<file path="src/rtl/product_accumulator_pkg.sv">
// Shared types and default widths for the product accumulator stage.
package product_accumulator_pkg;

  typedef enum logic [1:0] {
    IDLE  = 2'd0,
    ACCUM = 2'd1,
    DONE  = 2'd2
  } state_t;

  localparam int DFLT_PROD_W = 32;
  localparam int DFLT_ACC_W  = 40;

endpackage

</file>
<file path="src/rtl/product_accumulator_acc.sv">
// Combinational accumulate step: acc + zero-extended product, with carry-out and optional clamp.
module acc_adder #(
  parameter int PROD_W   = 32,
  parameter int ACC_W    = 40,
  parameter bit SATURATE = 1'b0
) (
  input  logic [ACC_W-1:0]  acc,
  input  logic [PROD_W-1:0] prod,
  output logic [ACC_W-1:0]  sum,
  output logic              ovf
);

  logic [ACC_W:0] full;

  always_comb begin
    full = {1'b0, acc} + (ACC_W+1)'(prod);
    ovf  = full[ACC_W];
    // Clamping forces all-ones; later beats carry again and keep it pinned there.
    if (SATURATE && full[ACC_W]) sum = '1;
    else                         sum = full[ACC_W-1:0];
  end

endmodule

</file>
<file path="src/rtl/product_accumulator.sv">
// Sums a programmed number of multiplier products into a wide accumulator and offers the result.
// Handshake: a transfer happens on a rising edge where valid && ready; valid holds data stable until then.
module product_accumulator
  import product_accumulator_pkg::*;
#(
  parameter int PROD_W   = DFLT_PROD_W,
  parameter int ACC_W    = DFLT_ACC_W,
  parameter int LEN_W    = 8,
  parameter bit SATURATE = 1'b0
) (
  input  logic              clk,
  input  logic              rst,
  input  logic              start,
  input  logic [LEN_W-1:0]  len,
  input  logic              prod_valid,
  input  logic [PROD_W-1:0] prod_data,
  output logic              prod_ready,
  output logic              acc_valid,
  output logic [ACC_W-1:0]  acc_data,
  output logic              acc_ovf,
  input  logic              acc_ready,
  output logic              busy,
  output state_t            dbg_state
);

  state_t             state, state_nxt;
  logic [ACC_W-1:0]   acc;
  logic [LEN_W-1:0]   remaining;
  logic               ovf;
  logic [ACC_W-1:0]   sum;
  logic               sum_ovf;
  logic               beat;

  acc_adder #(
    .PROD_W   (PROD_W),
    .ACC_W    (ACC_W),
    .SATURATE (SATURATE)
  ) u_adder (
    .acc  (acc),
    .prod (prod_data),
    .sum  (sum),
    .ovf  (sum_ovf)
  );

  // Ready depends only on state so no combinational path runs back to the producer.
  assign prod_ready = (state == ACCUM);
  assign beat       = prod_valid && prod_ready;
  assign acc_valid  = (state == DONE);
  assign acc_data   = acc;
  assign acc_ovf    = ovf;
  assign busy       = (state == ACCUM) || (state == DONE);
  assign dbg_state  = state;

  always_comb begin
    state_nxt = state;
    case (state)
      IDLE:    if (start) state_nxt = (len == '0) ? DONE : ACCUM;
      ACCUM:   if (beat && remaining == LEN_W'(1)) state_nxt = DONE;
      DONE:    if (acc_ready) state_nxt = IDLE;
      default: state_nxt = IDLE;
    endcase
  end

  always_ff @(posedge clk) begin
    if (rst) begin
      state     <= IDLE;
      acc       <= '0;
      remaining <= '0;
      ovf       <= 1'b0;
    end else begin
      state <= state_nxt;
      if (state == IDLE && start) begin
        acc       <= '0;
        ovf       <= 1'b0;
        remaining <= len;
      end else if (beat) begin
        acc       <= sum;
        ovf       <= ovf | sum_ovf;
        remaining <= remaining - LEN_W'(1);
      end
    end
  end

endmodule

</file>
<file path="config.mk">
export PLATFORM = sky130hd
export DESIGN_NAME = product_accumulator
export DESIGN_NICKNAME = d
export VERILOG_FILES = /design/src/rtl/product_accumulator_pkg.sv /design/src/rtl/product_accumulator_acc.sv /design/src/rtl/product_accumulator.sv
export SDC_FILE = /design/constraint.sdc
export NUM_CORES = 1
export LEC_CHECK = 0
export CORE_MARGIN = 1.5
export CORE_UTILIZATION = 50
export DETAILED_ROUTE_END_ITERATION = 8
export PLACE_DENSITY = 0.81
export SLEW_MARGIN = 20
export SYNTH_ARGS = -nofsm -noshare
export SYNTH_HDL_FRONTEND = slang
export SYNTH_SLANG_ARGS = --single-unit
</file>
<file path="constraint.sdc">
create_clock -name clk -period 4 [get_ports clk]
set_input_delay 1.2 -clock clk [delete_from_list [all_inputs] [get_ports clk]]
set_output_delay 1.2 -clock clk [all_outputs]
set_load 0.01 [all_outputs]
</file>
==> results by group <==
Synthesis
  – Synth warn: 0
  – Post-Synthesis Cells: between 500 and 600
  – Synthesized area per cell: roughly 7.7 µm²
  – Number of flops mapped to enable cells by yosys: 0
  – Post-synth top area share: 0.257
  – Seq/Total Area, Yosys: 0.257
  – Top FF cell, synth: dfxtp_1
  – Area contributors post-synth: dfxtp_1 26%, ha_1 12%, nand2_1 8.1%, a21oi_1 7.0%, xnor2_1 4.8%
  – Area leader, netlist: dfxtp_1
  – Ys async rst share: 0
  – Top post-synthesis cells by count: 86 x nand2_1, 56 x a21oi_1, 51 x dfxtp_1, 37 x ha_1, 34 x nor2_1
  – Register bit total from synthesis: 51
  – Dominant cell by count in the synthesized netlist: nand2_1
  – Mapped cell area: 3980 µm²
  – Distinct cells, synth: between 60 and 70
  – Mapped Nets: between 500 and 600

Setup path
  – CP Max Fanout: 5
  – Worst path max stage delay: 0.47 ns
  – Slowest cell on crit path: clkdlybuf4s50_1
  – Nature of the critical path startpoint: primary input
  – Crit end category: flop
  – Critical setup path kind: primary input to flop
  – Crit path cell chain: clkdlybuf4s50_1 > ha_1 > a211oi_1 > o21bai_1 > a21oi_1 > o21ai_1 > a41o_1 > a211oi_1 > xnor2_1 > nand2_1 > a21oi_1
  – Worst Path Arrival: between 3 and 4 ns
  – Required time of the critical path: approximately 4.3 ns
  – Buffers & Inverters on Critical Path: 1
  – Delay-heaviest family, CP: compound AO/OA/AOI/OAI gates

Global route
  – Vias in the first global route: 3797
  – GRT Total Usage: 0.243
  – First-pass GRT wire length: around 17000 µm
  – Total gr overflow: 0
  – Initial antenna violation count: 0
  – Pin count of the biggest net entering global routing: 21

Pwr
  – Power Dens Cells: between 200 and 300 nW/µm²
  – Sequential share of power: 0.379
  – Combinational Power Share: 0.330
  – Switch Pwr: 483 µW
  – Clock Power Share: 0.291
  – Internal power: 1020 µW
  – Switching part of the total: 0.321
  – Worst IR Drop VDD: 200 µV
  – Leakage: 0.00204 µW

Routing
  – Vias/cell: 5.71
  – Pre-antenna DRT Iters: 5
  – WL final: 10300 µm
  – Drt first-iter violations: 216
  – Remaining antenna violation count: 0
  – Vias: 4040
  – Drt drc: 0
  – Wirelength per Cell: 14.6 µm

Final layout
  – Diodes inserted: 0
  – Nets: 687
  – Share of cells above drive strength 1: 0.0595
  – P&R area growth vs syn: 28.6%
  – Final core utilization: 0.662

CTS
  – H-tree depth: 2
  – PostCTS Resize Cnt: 0
  – Worst skew pair latency: around 0.31 ns
  – TritonCTS buffer count: 5
  – # clock sinks: 51
  – Root buffer cell: clkbuf_8
  – Setup bufs post-CTS: 0
  – Post-CTS Hold Buffers: 0
  – CTS tree: built
  – Worst-path clk slew: approximately 0.10 ns
  – Clk buf depth: 2

Timing
  – RSZ-0062 raised after global routing: no
  – Tcrit/Tclk final: 0.930
  – Worst Tran Pin Value: about 0.52 ns
  – Clk_skew: 0.00775 ns
  – Hold_ws: 0.474 ns
  – Pins Over Slew Limit: 0
  – Setup_tns: 0 ns
  – Final hold viol count: 0
  – Endpoints failing setup: 0
  – Slew HR: 0.650
  – Final Critical Period: approximately 3.7 ns
  – Fmax achieved: 0.269 GHz
  – Final worst slack: 0.281 ns

Floorplan
  – Die height: ~92 µm
  – I/O pin total: between 90 and 100
  – CORE AREA: 7730 µm²
  – Row count: 32
  – Starting Density: 0.515
  – Die width: 92.2 µm
  – Die area: between 8000 and 9000 µm²

Placed design
  – Dpl ws: -0.00693 ns
  – Placed wire-length estimate: ~8000 µm
  – Gpl congestion: 0.937
  – Number of port buffers: 90

Min path
  – Hold Crit Class: flop to flop

Job
  – Max Cap Viol: 0

Run status
  – Run status: finished, final reports clean
## flip-flops by register name, summed over array words and instances, names as in the netlist
| signal | cells |
|---|---|
| acc_data | 40 |
| acc_ovf | 1 |
| dbg_state | 2 |
| remaining | 8 |
## tightest hold or removal path, delay by kind of cell, from the launching register on
kind / cells / cell delay, ns
flip-flops: 1 / 0.33
AO/OA/AOI/OAI: 1 / 0.05
AND/OR/NAND/NOR: 1 / 0.05
## metrics by stage
stage          instance area [µm²]  power (µW)  std cells
3_3_place_gp                  4980        1060        699
4_1_cts                       5110        1510        707
5_1_grt                       5110        1580        707
2_1_floorplan                 3980         897        516
3_5_place_dp                  4980        1070        699
6_report                      5110        1500        707
## area by class of cell
type                    instances  area, µm²
multi-input cells             427       2760
fillers                       680       2610
flip-flops and latches         51       1020
repair buffers                106       1020
well taps                     102        128
clock buffers                   5       68.8
clock inverters                 3       67.6
inverters                      13       48.8
## kinds of logic after synthesis
family	count (synthesis)	share of synthesized area
AOI/OAI and AO/OA	159	0.259
DFF	51	0.257
buffers and inverters	38	0.0491
adders and majority gates	38	0.121
muxes	4	0.0101
and+or+nand+nor	192	0.229
xor gates and xnor gates	34	0.0749
## routing by layer
layer,GRT usage,up-vias,share of wire
li1,-,2033,-
met2,0.427,146,0.48
met1,0.307,1845,0.44
met3,0.0365,16,0.066
met4,0.0654,0,0.013
met5,0,-,0
## worst paths after layout
kind	cells past startpoint	end	slack, ns	from
worst max register to register	11	acc_data[24]	1.26	acc_data[0]
worst min-delay path	2	acc_data[10]	0.47	acc_data[10]
worst min register to register	2	acc_data[10]	0.47	acc_data[10]
worst max-delay path	11	acc_data[25]	0.28	prod_data[1]
## power groups by stage
stage                     logic, µW  clock network, µW  registers (µW)
final                           497                438             569
after global routing            544                462             576
after CTS                       495                444             570
after detailed placement        490                  0             582
after global placement          480                  0             580
after floorplan                 312                  0             585
## placed cells by master, fill, tap and decap left out, types with 7 or more instances in the layout
cell / instances
a211oi_1: 15
a21o_1: 18
a21oi_1: 56
buf_4: 16
clkdlybuf4s50_1: 90
dfxtp_1: 51
ha_1: 37
inv_1: 13
nand2_1: 86
nand2b_1: 8
nand3_1: 12
nand4_1: 10
nor2_1: 34
nor3_1: 10
o21ai_0: 14
o21ai_1: 12
or3_1: 7
xnor2_1: 22
xor2_1: 12
No activity file was read; power rests on OpenSTA's default activity.
